`config.mk`:
```
export PLATFORM = sky130hd
export DESIGN_NAME = audio_stream_engine_flat
export DESIGN_NICKNAME = d
export VERILOG_FILES = /design/src/rtl/audio_stream_engine_if.sv /design/src/rtl/audio_stream_engine.sv /design/src/flat_wrapper.sv
export SDC_FILE = /design/constraint.sdc
export NUM_CORES = 1
export LEC_CHECK = 0
export CORE_MARGIN = 4
export CORE_UTILIZATION = 54
export CTS_BUF_LIST = sky130_fd_sc_hd__clkbuf_2
export DETAILED_ROUTE_END_ITERATION = 12
export PLACE_DENSITY = 0.84
export SETUP_SLACK_MARGIN = 0.4
export SYNTH_ARGS = -nofsm -noshare
export SYNTH_HDL_FRONTEND = slang
export SYNTH_SLANG_ARGS = --single-unit
```
`constraint.sdc`:
```
create_clock -name system_clock -period 2.6 [get_ports system_clock]
set_clock_uncertainty 0.2 [all_clocks]
set_input_delay 0.26 -clock system_clock [delete_from_list [all_inputs] [get_ports system_clock]]
set_output_delay 0.26 -clock system_clock [all_outputs]
set_load 0.005 [all_outputs]
```
`src/rtl/audio_stream_engine_if.sv`:
```
// Audio engine bus bundle: audio-port RAM signals plus the DAC and ADC SPI pins.
// master = the engine side, slave = the RAM / converter side.
interface audio_stream_engine_if;
   logic [14:0] ram_addr;
   logic        ram_en;
   logic [1:0]  ram_wr;
   logic [15:0] ram_wdata;
   logic [15:0] ram_rdata;
   logic        dac_sclk;
   logic        dac_cs;
   logic        dac_mosi;
   logic        adc_sclk;
   logic        adc_cs;
   logic        adc_miso;

   modport master (
      output ram_addr, ram_en, ram_wr, ram_wdata,
      input  ram_rdata,
      output dac_sclk, dac_cs, dac_mosi,
      output adc_sclk, adc_cs,
      input  adc_miso
   );

   modport slave (
      input  ram_addr, ram_en, ram_wr, ram_wdata,
      output ram_rdata,
      input  dac_sclk, dac_cs, dac_mosi,
      input  adc_sclk, adc_cs,
      output adc_miso
   );
endinterface

```
`src/rtl/audio_stream_engine.sv`:
```
// Sample-rate audio datapath: once per sample period fetch a playback word from the
// ring buffer, shift it to the DAC, capture an ADC word and write it back in place.
// Reports the free ring half via free_half / half_irq.
// Timing from the tick cycle T: FETCH T+1, WAIT T+2..T+3, DAC T+4..T+35, CS gap T+36,
// ADC T+37..T+68, write-back strobe in T+69 (committed by the RAM on the next edge).
module audio_stream_engine #(
   parameter int          CLOCKS_PER_SAMPLE = 600,
   parameter logic [15:0] BUF_FIRST         = 16'hC000,
   parameter logic [15:0] BUF_SECOND        = 16'hE000,
   parameter logic [15:0] BUF_LAST          = 16'hFFFE
) (
   input  logic                         system_clock,
   input  logic                         reset,
   input  logic                         enable,
   audio_stream_engine_if.master        bus,
   output logic                         free_half,
   output logic                         half_irq,
   input  logic                         irq_ack,
   output logic                         overrun
);
   localparam int CNT_W = (CLOCKS_PER_SAMPLE > 1) ? $clog2(CLOCKS_PER_SAMPLE) : 1;

   typedef enum logic [2:0] {IDLE, FETCH, WAIT, DAC, GAP, ADC, WB} state_t;

   state_t            state_reg, state_next;
   logic [4:0]        step_reg;
   logic [CNT_W-1:0]  period_reg;
   logic              tick;
   logic [15:0]       ptr_reg;
   logic [15:0]       ptr_next;
   logic [15:0]       dac_shift_reg;
   logic [15:0]       adc_word_reg;
   logic              half_irq_reg;
   logic              overrun_reg;
   logic              half_set;
   logic              unused_bits;

   // Bits the datapath drops on purpose: low RAM bits of the playback word, the ADC
   // bits outside [11:4], and the always-zero byte bit of the word pointer.
   assign unused_bits = ^{bus.ram_rdata[5:0], adc_word_reg[15:12], adc_word_reg[3:0], ptr_reg[0]};

   assign tick      = enable && (period_reg == '0);
   assign ptr_next  = (ptr_reg == BUF_LAST) ? BUF_FIRST : ptr_reg + 16'd2;
   assign half_set  = (state_reg == WB) && ((ptr_next == BUF_SECOND) || (ptr_reg == BUF_LAST));
   assign free_half = (ptr_reg >= BUF_SECOND);
   assign half_irq  = half_irq_reg;
   assign overrun   = overrun_reg;

   // Sample period counter: free-runs while enabled, parked at 0 otherwise.
   always_ff @(posedge system_clock) begin
      if (reset || !enable) begin
         period_reg <= '0;
      end else if (period_reg == CNT_W'(CLOCKS_PER_SAMPLE - 1)) begin
         period_reg <= '0;
      end else begin
         period_reg <= period_reg + CNT_W'(1);
      end
   end

   // State register with a per-state step counter that restarts on every transition.
   always_ff @(posedge system_clock) begin
      if (reset) begin
         state_reg <= IDLE;
         step_reg  <= 5'd0;
      end else begin
         state_reg <= state_next;
         step_reg  <= (state_next != state_reg) ? 5'd0 : step_reg + 5'd1;
      end
   end

   // Next-state logic for one sample transaction.
   always_comb begin
      state_next = state_reg;
      case (state_reg)
         IDLE:    if (tick) state_next = FETCH;
         FETCH:   state_next = WAIT;
         WAIT:    if (step_reg == 5'd1) state_next = DAC;
         DAC:     if (step_reg == 5'd31) state_next = GAP;
         GAP:     state_next = ADC;
         ADC:     if (step_reg == 5'd31) state_next = WB;
         WB:      state_next = IDLE;
         default: state_next = IDLE;
      endcase
   end

   // Datapath: pointer, serial shift registers and the sticky status flags.
   always_ff @(posedge system_clock) begin
      if (reset) begin
         ptr_reg       <= BUF_FIRST;
         dac_shift_reg <= 16'd0;
         adc_word_reg  <= 16'd0;
         half_irq_reg  <= 1'b0;
         overrun_reg   <= 1'b0;
      end else begin
         if (state_reg == WB) begin
            ptr_reg <= ptr_next;
         end
         // RAM data arrives two cycles after the fetch, i.e. in the second WAIT cycle.
         if (state_reg == WAIT && step_reg == 5'd1) begin
            dac_shift_reg <= {4'd0, bus.ram_rdata[15:6], 2'd0};
         end else if (state_reg == DAC && step_reg[0]) begin
            // Shift at the end of the sclk-high cycle so mosi only changes while sclk is low.
            dac_shift_reg <= {dac_shift_reg[14:0], 1'b0};
         end
         if (state_reg == ADC && step_reg[0]) begin
            adc_word_reg <= {adc_word_reg[14:0], bus.adc_miso};
         end
         if (half_set) begin
            half_irq_reg <= 1'b1;
         end else if (irq_ack) begin
            half_irq_reg <= 1'b0;
         end
         if (tick && state_reg != IDLE) begin
            overrun_reg <= 1'b1;
         end else if (irq_ack) begin
            overrun_reg <= 1'b0;
         end
      end
   end

   // Output decode: RAM port and SPI pins are driven purely from the current state.
   always_comb begin
      bus.ram_en    = 1'b0;
      bus.ram_wr    = 2'b00;
      bus.ram_addr  = 15'd0;
      bus.ram_wdata = 16'd0;
      bus.dac_cs    = 1'b1;
      bus.dac_sclk  = 1'b0;
      bus.dac_mosi  = 1'b0;
      bus.adc_cs    = 1'b1;
      bus.adc_sclk  = 1'b0;
      case (state_reg)
         FETCH: begin
            bus.ram_en   = 1'b1;
            bus.ram_addr = ptr_reg[15:1];
         end
         DAC: begin
            bus.dac_cs   = 1'b0;
            bus.dac_sclk = step_reg[0];
            bus.dac_mosi = dac_shift_reg[15];
         end
         ADC: begin
            bus.adc_cs   = 1'b0;
            bus.adc_sclk = step_reg[0];
         end
         WB: begin
            bus.ram_en    = 1'b1;
            bus.ram_wr    = 2'b11;
            bus.ram_addr  = ptr_reg[15:1];
            bus.ram_wdata = {adc_word_reg[11:4], 8'h00};
         end
         default: ;
      endcase
   end
endmodule

```
`src/flat_wrapper.sv`:
```
// flat-port wrapper written by rule: the top's interface ports become plain ports
module audio_stream_engine_flat 
#(
   parameter int          CLOCKS_PER_SAMPLE = 600,
   parameter logic [15:0] BUF_FIRST         = 16'hC000,
   parameter logic [15:0] BUF_SECOND        = 16'hE000,
   parameter logic [15:0] BUF_LAST          = 16'hFFFE
)
  (system_clock, reset, enable, free_half, half_irq, irq_ack, overrun, bus_ram_addr, bus_ram_en, bus_ram_wr, bus_ram_wdata, bus_ram_rdata, bus_dac_sclk, bus_dac_cs, bus_dac_mosi, bus_adc_sclk, bus_adc_cs, bus_adc_miso);
  audio_stream_engine_if bus_i ();
  input  logic system_clock;
  input  logic reset;
  input  logic enable;
  output logic free_half;
  output logic half_irq;
  input  logic irq_ack;
  output logic overrun;
  output wire logic [$bits(bus_i.ram_addr)-1:0] bus_ram_addr;
  output wire logic [$bits(bus_i.ram_en)-1:0] bus_ram_en;
  output wire logic [$bits(bus_i.ram_wr)-1:0] bus_ram_wr;
  output wire logic [$bits(bus_i.ram_wdata)-1:0] bus_ram_wdata;
  input wire logic [$bits(bus_i.ram_rdata)-1:0] bus_ram_rdata;
  output wire logic [$bits(bus_i.dac_sclk)-1:0] bus_dac_sclk;
  output wire logic [$bits(bus_i.dac_cs)-1:0] bus_dac_cs;
  output wire logic [$bits(bus_i.dac_mosi)-1:0] bus_dac_mosi;
  output wire logic [$bits(bus_i.adc_sclk)-1:0] bus_adc_sclk;
  output wire logic [$bits(bus_i.adc_cs)-1:0] bus_adc_cs;
  input wire logic [$bits(bus_i.adc_miso)-1:0] bus_adc_miso;
  assign bus_ram_addr = bus_i.ram_addr;
  assign bus_ram_en = bus_i.ram_en;
  assign bus_ram_wr = bus_i.ram_wr;
  assign bus_ram_wdata = bus_i.ram_wdata;
  assign bus_i.ram_rdata = bus_ram_rdata;
  assign bus_dac_sclk = bus_i.dac_sclk;
  assign bus_dac_cs = bus_i.dac_cs;
  assign bus_dac_mosi = bus_i.dac_mosi;
  assign bus_adc_sclk = bus_i.adc_sclk;
  assign bus_adc_cs = bus_i.adc_cs;
  assign bus_i.adc_miso = bus_adc_miso;
  audio_stream_engine #(.CLOCKS_PER_SAMPLE(CLOCKS_PER_SAMPLE), .BUF_FIRST(BUF_FIRST), .BUF_SECOND(BUF_SECOND), .BUF_LAST(BUF_LAST)) u_core (.system_clock(system_clock), .reset(reset), .enable(enable), .bus(bus_i), .free_half(free_half), .half_irq(half_irq), .irq_ack(irq_ack), .overrun(overrun));
endmodule
```
==> results of run 1 <==
## report_power, final
part,switching (W),internal [W],total (W)
combinational,0.000100,0.000102,0.000202
clock,0.000336,0.000222,0.000558
sequential,0.0000127,0.000966,0.000979
total,0.000449,0.00129,0.00174
## cells in the mapped netlist, types with 3 or more instances
cell type / instances / share of area (%)
and2_1: 11 / 2.1
inv_1: 11 / 1.3
nand3_1: 21 / 3.3
clkbuf_1: 12 / 1.4
nor2b_1: 16 / 3.1
buf_2: 9 / 1.4
and3_1: 7 / 1.4
xor2_1: 11 / 3.0
a31oi_1: 5 / 0.98
nand2_1: 54 / 6.3
ha_1: 6 / 2.3
a22oi_1: 4 / 0.94
xnor2_1: 9 / 2.5
nor3_1: 10 / 1.6
a21oi_1: 32 / 5.0
mux2i_1: 5 / 1.6
dfxtp_1: 62 / 39
or3_1: 4 / 0.78
o21ai_0: 9 / 1.4
nor4_1: 3 / 0.59
nand4_1: 10 / 2.0
nand2b_1: 8 / 1.6
nor2_1: 39 / 4.6
a311oi_1: 6 / 1.6
buf_4: 10 / 2.3
## metal layers
layer	track usage (%)	vias to the layer above	wire length, um
li1	-	1511	-
met1	24.0	1431	3140
met2	36.7	122	4190
met3	6.50	19	499
met4	6.47	0	144
met5	0	-	0
## cell type report
cell class / instances / area share [%]
repair buffers: 82 / 17.9
flip-flops and latches: 62 / 30.8
clock inverters: 4 / 1.20
multi-input cells: 303 / 45.2
well taps: 72 / 2.21
inverters: 13 / 1.38
clock buffers: 11 / 1.35
## how the worst max path moves through the flow
stage,end,from,slack [ns],cells past startpoint
after global placement,bus_ram_addr[0],u_core.state_reg[1],0.18,5
after global routing,bus_ram_en,u_core.state_reg[2],0.11,7
after floorplan,u_core.half_irq,u_core.ptr_reg[2],0.55,5
after detailed placement,bus_ram_addr[9],u_core.state_reg[1],0.14,5
final,bus_ram_en,u_core.state_reg[2],0.23,7
after CTS,bus_ram_addr[12],u_core.state_reg[1],0.14,5
## cell families (layout without fill, tap and decap cells)
group | after synthesis | count (layout) | synth area share, %
AOI/OAI and AO/OA | 70 | 70 | 14.0
xor gates and xnor gates | 20 | 20 | 5.46
adders and majority gates | 6 | 6 | 2.34
buffers and inverters | 48 | 110 | 7.42
DFF | 62 | 62 | 38.7
muxes | 5 | 5 | 1.56
other | 1 | 8 | 0.117
and+or+nand+nor | 194 | 194 | 30.4
## timing repair
action / 4_1_cts / 5_1_grt
hold buffers: 0 / 0
gates resized for setup: 41 / 81
endpoints found under the setup margin: 33 / 49
gates cloned: 1 / 1
setup buffers: 6 / 15
pin swaps: 2 / 1
endpoints found under the hold margin: 0 / 0
## tightest hold or removal path, stage by stage
cell             delay, ns
clkdlybuf4s50_1       0.40
nand2_1               0.05
a21oi_1               0.05
## through the flow
step                area (um2)  total power (W)
floorplan                 3230          0.00109
global placement          3700          0.00113
detailed placement        3700          0.00114
CTS                       3910          0.00171
global route              4070          0.00182
finish                    4070          0.00174
## cells in the final DEF, fill, tap and decap left out, types with 4 or more instances in the layout
master,netlist,layout
nand2b_1,8,8
conb_1,1,8
dlymetal6s2s_1,0,4
xnor2_1,9,9
or3_1,4,4
buf_4,10,28
a22oi_1,4,4
buf_2,9,7
and2_1,11,6
a311oi_1,6,6
nor3_1,10,10
xor2_1,11,11
o21ai_0,9,9
clkbuf_2,1,21
a31oi_1,5,5
nand2_1,54,53
and2_4,0,4
dfxtp_1,62,54
dfxtp_2,0,8
buf_6,1,6
nor2_1,39,36
a21oi_1,32,31
ha_1,6,6
nand4_1,10,10
nor2b_1,16,10
and3_1,7,7
mux2i_1,5,5
clkdlybuf4s50_1,0,18
nand3_1,21,19
inv_1,11,10
==> impl_metrics.json, run 1 <==
{
  "yosysWarnings": 0,
  "drt.antenna.violating_nets": 0,
  "wl_per_cell_um": 14.6,
  "rsz0062_at_grt": "true",
  "fin_crit_ns": 2.37,
  "synth_edf_count": 0,
  "place_worst_setup_slack_ns": 0.138,
  "syn_avg_cell_area_um2": 7.90,
  "cp-end-kind": "output port",
  "cts-root-buf": "clkbuf_2",
  "whs_path_depth": 3,
  "worstMarginPinSlew_ns": 0.505,
  "cts_tree": "yes",
  "final_cells": 547,
  "yosysSeqAreaShare_pct": 38.7,
  "min_to": "u_core.dac_shift_reg[2]",
  "path_buf_inv": 4,
  "cts_buffer_depth": 2,
  "h-tree-depth": 3,
  "synthCells": 406,
  "final.setup.worst_slack_ns": 0.226,
  "hold_viol": 0,
  "path_max_fanout": 5,
  "cp_top_family": "buffers and inverters",
  "syn_area_um2": 3210,
  "setup_violations": 0,
  "timing.rr.end": "u_core.half_irq",
  "synthToLayoutAreaGrowth_pct": 26.9,
  "finalSetupTns_ns": 0,
  "async_reset_ff_share_pct": 0,
  "clock.fmax_mhz": 421,
  "maxSlewViolCount": 0,
  "antenna_found_initial": 0,
  "path_cells": "nand2_1 > or2_4 > clkinv_4 > a21oi_4 > buf_12 > inv_1 > clkdlybuf4s50_1",
  "period_share_pct": 91.3,
  "num_rows": 27,
  "peakVddDrop_mv": 0.361,
  "status": "finished, final reports clean",
  "r2r_start": "u_core.ptr_reg[1]",
  "placedCellCount": 509,
  "synth-seq-cells": 62,
  "arrival_ns": 1.91,
  "largest_register_ffs": 16,
  "cp-start-kind": "flip-flop",
  "core_area_um2": 5640,
  "dieWidth_um": 85.0,
  "vias": 3083,
  "path_class": "flip-flop to output port",
  "grt-ovfl-total": 0,
  "drtIter0Drc": 146,
  "nFillCells": 447,
  "p_per_area_nw_per_um2": 427,
  "p_leak_nw": 1.65,
  "ff2ff_path_depth": 5,
  "critical_path.slowest_cell": "clkdlybuf4s50_1",
  "utilization_pct": 72.1,
  "multi_input_area_um2": 1840,
  "ioPinCount": 63,
  "clk_latency_ns": 0.49,
  "viasPerCell": 5.64,
  "grt_max_degree": 50,
  "required_ns": 2.14,
  "r2r_setup_slack_ns": 0.39,
  "synthDistinctLibCells": 50,
  "whs_ns": 0.0983,
  "drcViolationCount": 0,
  "nets": 498,
  "worstHoldStart": "bus_ram_rdata[6]",
  "port_buffers": 48,
  "dieArea_um2": 7230,
  "hold_class": "primary input to flip-flop",
  "die_h_um": 85.0,
  "gp_congestion": 0.909,
  "cts_buffers": 9,
  "totalWireLength_um": 7970,
  "ff_latch_area_um2": 1250,
  "start_util_pct": 56.8,
  "drv_cap": 0,
  "clk_pin_slew_worst_paths_ns": 0.18,
  "clock_sinks": 62,
  "grt_pass1_wl_um": 12400,
  "post-dp-hpwl_um": 4860,
  "relSlewSlack_pct": 66.3,
  "cpPeakStageDelay_ns": 0.48,
  "yosys_most_used_dff": "dfxtp_1",
  "antenna_cells": 0,
  "drive_gt1_share_pct": 22.1,
  "track_usage_pct": 20.8,
  "firstDrtPassIters": 6,
  "grt_pass1_vias": 2747
}
Note: power is estimated with default switching activity, not from simulation.
==> run 2, diff against run 1 <==
Settings changed: CORE_MARGIN 4 to 3, REMOVE_ABC_BUFFERS set to 1.
==> run 2 against run 1 <==
  * Flip-flop and latch count did not move
  * Largest power group unchanged
  * First-iteration DRC count rose by 130%
  * Maximum frequency rose by 5.6%
  * Clock power fell by 9.0%
  * Utilization rose by 0.20 points
  * Total power fell by 4.6%
  * Combinational power fell by 16%
  * Cell count rose by 0.73%
  * Sequential power barely moved
  * Hold slack got worse by 0.020 ns
  * Largest cell class unchanged
  * Critical endpoint is now bus_ram_addr[12]
  * Count of clock-buffer cells in the layout fell by 2
==> impl_metrics.json, run 2 (same netlist as run 1, synthesis figures left out) <==
{
  "drtIter0Drc": 332,
  "period_share_pct": 86.4,
  "power.switching_w": 0.000490,
  "cts_buffers": 9,
  "start_util_pct": 56.8,
  "p_int_w": 0.00117,
  "grt-ovfl-total": 0,
  "required_ns": 2.14,
  "p_per_area_nw_per_um2": 406,
  "grt_pass1_wl_um": 12500,
  "rsz0062_at_grt": "true",
  "path_max_fanout": 5,
  "worstMarginPinSlew_ns": 0.512,
  "peakVddDrop_mv": 0.418,
  "viasPerCell": 5.60,
  "grt_pass1_vias": 2752,
  "clk_latency_ns": 0.51,
  "num_rows": 27,
  "setup_violations": 0,
  "path_class": "flip-flop to output port",
  "share_comb_of_total_power_pct": 10.3,
  "p_leak_nw": 1.64,
  "clk_pin_slew_worst_paths_ns": 0.20,
  "track_usage_pct": 21.8,
  "final_cell_mix": "nand2_1, dfxtp_1, nor2_1",
  "post-dp-hpwl_um": 4600,
  "cts_hold_buf": 0,
  "synthToLayoutAreaGrowth_pct": 27.3,
  "arrival_ns": 1.79,
  "cts_tree": "yes",
  "drt.antenna.violating_nets": 0,
  "core_area_um2": 5640,
  "firstDrtPassIters": 5,
  "drv_cap": 0,
  "die_h_um": 83.0,
  "cp-end-kind": "output port",
  "nFillCells": 421,
  "maxSlewViolCount": 0,
  "h-tree-depth": 3,
  "utilization_pct": 72.3,
  "final_cells": 551,
  "ff_latch_area_um2": 1260,
  "power_frac_seq_pct": 59.1,
  "vias": 3086,
  "finalSetupTns_ns": 0,
  "wl_per_cell_um": 14.6,
  "largest_register_ffs": 16,
  "port_buffers": 48,
  "clock.fmax_mhz": 445,
  "place_worst_setup_slack_ns": 0.132,
  "placedCellCount": 509,
  "fin_crit_ns": 2.25,
  "dieWidth_um": 83.0,
  "dieArea_um2": 6900,
  "cts_buffer_depth": 2,
  "hold_viol": 0,
  "nets": 501,
  "relSlewSlack_pct": 65.9,
  "drive_gt1_share_pct": 23.2,
  "hold_class": "primary input to flip-flop",
  "clkPwrFrac_pct": 30.6,
  "antenna_found_initial": 0,
  "whs_ns": 0.0781,
  "clock_sinks": 62,
  "cp-start-kind": "flip-flop",
  "antenna_cells": 0,
  "totalWireLength_um": 8030,
  "final.setup.worst_slack_ns": 0.353,
  "switching_share_pct": 29.5,
  "grt_max_degree": 50,
  "gp_congestion": 0.851,
  "ioPinCount": 63,
  "status": "finished, final reports clean",
  "drcViolationCount": 0,
  "cts-root-buf": "clkbuf_2",
  "multi_input_area_um2": 1850
}
-- run 2: cell count changes in the layout (fill, tap and decap cells not counted), sizes merged --
| cell | change |
|---|---|
| inv | +2 |
| bufinv | -1 |
| clkdlybuf4s15 | -2 |
| clkdlybuf4s50 | -1 |
| clkinv | +2 |
| dlygate4sd2 | +3 |
| buf | +16 |
| clkbuf | -12 |
| dlymetal6s2s | -3 |
-- run 2: routing by layer --
layer	track usage (%)	wire length, um
met1	27.8	3500
met2	34.9	3930
met3	4.96	501
met4	9.96	95
met5	0	0
-- run 2: power by group through the flow --
stage	logic (W)	clock network, W	registers (W)
6_report	0.000170	0.000508	0.000980
5_1_grt	0.000185	0.000569	0.000983
4_1_cts	0.000156	0.000514	0.000982
3_5_place_dp	0.000139	0	0.000999
3_3_place_gp	0.000136	0	0.000998
2_1_floorplan	0.0000631	0	0.00100
-- run 2: final timing paths --
check,startpoint,endpoint,slack (ns),cells after the start
max,u_core.state_reg[2],bus_ram_addr[12],0.35,8
min,bus_adc_miso,u_core.adc_word_reg[0],0.08,3
max reg2reg,u_core.ptr_reg[1],u_core.half_irq,0.47,5
min reg2reg,u_core.adc_word_reg[2],u_core.adc_word_reg[3],0.25,2
-- run 2: cell type report --
| type | instances | area share (%) |
|---|---|---|
| clock buffers | 9 | 1.10 |
| multi-input cells | 303 | 45.2 |
| clock inverters | 7 | 1.23 |
| inverters | 13 | 1.32 |
| repair buffers | 85 | 18.1 |
| well taps | 72 | 2.21 |
| flip-flops and latches | 62 | 30.8 |
-- run 2: metrics by stage --
step | cell area (um2) | power (W)
finish | 4080 | 0.00166
global route | 4080 | 0.00174
CTS | 3860 | 0.00165
detailed placement | 3700 | 0.00114
global placement | 3700 | 0.00113
floorplan | 3040 | 0.00107
-- run 2: timing repair --
item | in CTS | in global routing
resized for setup | 124 | 33
pin swaps | 1 | 3
setup endpoints to repair | 32 | 44
gates cloned | 1 | 0
setup buffers | 13 | 12
-- run 2: critical path, cell delays in order (launching register included) --
cell and delay [ns]:
dfxtp_2 0.39, nand2_1 0.05, or2_4 0.24, inv_4 0.07
buf_6 0.10, a21oi_4 0.04, buf_6 0.15, nor2b_1 0.12
buf_2 0.12
==> run 3, diff against run 2 <==
Settings changed: CORE_ASPECT_RATIO set to 1.75.
==> run 3 against run 2 <==
  * Setup slack worse by 0.081 ns
  * Utilization increased by 0.50 points
  * Register-to-register slack got worse by 0.02 ns
  * Sequential power about the same
  * Non-clock buffer count down 4
==> impl_metrics.json, run 3 (same netlist as run 1, synthesis figures left out) <==
{
  "cts_hold_buf": 0,
  "switching_share_pct": 29.3,
  "rsz0062_at_grt": "true",
  "post-dp-hpwl_um": 4990,
  "path_class": "flip-flop to output port",
  "final_cell_mix": "dfxtp_1, nand2_1, nor2_1",
  "die_h_um": 108,
  "antenna_found_initial": 0,
  "peakVddDrop_mv": 0.346,
  "core_area_um2": 5680,
  "track_usage_pct": 23.9,
  "worstHoldStart": "bus_adc_miso",
  "worstMarginPinSlew_ns": 0.547,
  "mostFrequentLayoutCell": "dfxtp_1",
  "clkPwrFrac_pct": 35.2,
  "drcViolationCount": 0,
  "dpl_cell_area_um2": 3700,
  "finalSetupTns_ns": 0,
  "ioPinCount": 63,
  "power_frac_seq_pct": 53.4,
  "start_util_pct": 56.5,
  "p_total_w": 0.00183,
  "startpoint": "u_core.state_reg[2]",
  "port_buffers": 48,
  "required_ns": 2.14,
  "drv_cap": 0,
  "num_rows": 36,
  "gp_congestion": 0.968,
  "grt_pass1_vias": 2864,
  "clk_latency_ns": 0.53,
  "viasPerCell": 5.76,
  "clk_pin_slew_worst_paths_ns": 0.22,
  "r2r_start": "u_core.ptr_reg[2]",
  "cp-start-kind": "flip-flop",
  "clock.fmax_mhz": 430,
  "cts-root-buf": "clkbuf_2",
  "arrival_ns": 1.87,
  "hold_class": "primary input to flip-flop",
  "maxSlewViolCount": 0,
  "power.switching_w": 0.000537,
  "setup_violations": 0,
  "drive_gt1_share_pct": 24.0,
  "dieArea_um2": 6930,
  "cts_tree": "yes",
  "period_share_pct": 89.5,
  "cts_buffer_depth": 2,
  "p_per_area_nw_per_um2": 444,
  "path_max_fanout": 6,
  "hold_viol": 0,
  "grt_pass1_wl_um": 13200,
  "relSlewSlack_pct": 63.5,
  "nFillCells": 405,
  "synthToLayoutAreaGrowth_pct": 28.9,
  "cts_buffers": 9,
  "cp-end-kind": "output port",
  "vias": 3174,
  "antenna_cells": 0,
  "drtIter0Drc": 342,
  "stdcell_area_um2": 4130,
  "r2r_setup_slack_ns": 0.45,
  "grt_max_degree": 50,
  "totalWireLength_um": 8420,
  "firstDrtPassIters": 7,
  "share_comb_of_total_power_pct": 11.4,
  "clock_sinks": 62,
  "p_int_w": 0.00130,
  "fin_crit_ns": 2.33,
  "wl_per_cell_um": 15.3,
  "nets": 497,
  "status": "finished, final reports clean",
  "largest_register_ffs": 16,
  "h-tree-depth": 3,
  "p_leak_nw": 1.62,
  "grt-ovfl-total": 0,
  "drt.antenna.violating_nets": 0,
  "dieWidth_um": 64.2
}
[run 3: area by class of cell]
cell class | count | area [um2] | area share (%)
Clock buffer | 9 | 45.0 | 1.09
Inverter | 13 | 53.8 | 1.30
Tap cell | 76 | 95.1 | 2.30
Multi-Input combinational cell | 303 | 1880 | 45.5
Timing Repair Buffer | 81 | 718 | 17.4
Sequential cell | 62 | 1260 | 30.5
Clock inverter | 7 | 80.1 | 1.94
[run 3: final timing paths]
kind                             to  depth (start not counted)
max               bus_ram_wdata[10]                          9
min          u_core.adc_word_reg[0]                          3
max reg2reg         u_core.half_irq                          5
min reg2reg  u_core.adc_word_reg[9]                          2
[run 3: power by group through the flow]
stage	Clock [W]	Combinational (W)	Sequential [W]
6_report	0.000646	0.000209	0.000980
2_1_floorplan	0	0.0000631	0.00100
3_5_place_dp	0	0.000144	0.000998
4_1_cts	0.000653	0.000175	0.000979
3_3_place_gp	0	0.000139	0.000997
5_1_grt	0.000696	0.000226	0.000982
[run 3: worst max-delay path, cell delays in order (launching register included)]
cell and delay (ns):
dfxtp_2 0.39, nand2_2 0.05, or2_4 0.24, inv_4 0.08, buf_8 0.10, buf_6 0.09, buf_12 0.10, buf_6 0.09
and2_4 0.13, buf_6 0.08
[run 3: per-layer routing]
layer / share of wire, % / track usage (%) / wire [um] / up-vias
met3: 6.2 / 4.60 / 524 / 40
met1: 37 / 27.1 / 3110 / 1473
met4: 3.7 / 13.2 / 309 / 0
met2: 53 / 41.4 / 4470 / 149
li1: - / - / - / 1512
met5: 0 / 0 / 0 / -
[run 3: through the flow]
step | setup WS [ns] | util (%) | instances | hold WS, ns
CTS | 0.170 | 70.5 | 545 | 0.0279
detailed placement | 0.363 | 65.2 | 513 | 0.252
finish | 0.272 | 72.8 | 551 | 0.0503
global route | 0.216 | 72.8 | 551 | 0.0337
floorplan | 0.416 | - | 378 | 0.129
global placement | 0.422 | 65.2 | 513 | 0.240
[run 3: what timing repair did]
action	in CTS	in global routing
cloned	1	0
pin swaps	5	2
buffers inserted	15	6
resized for setup	114	55
endpoints found under the setup margin	33	50
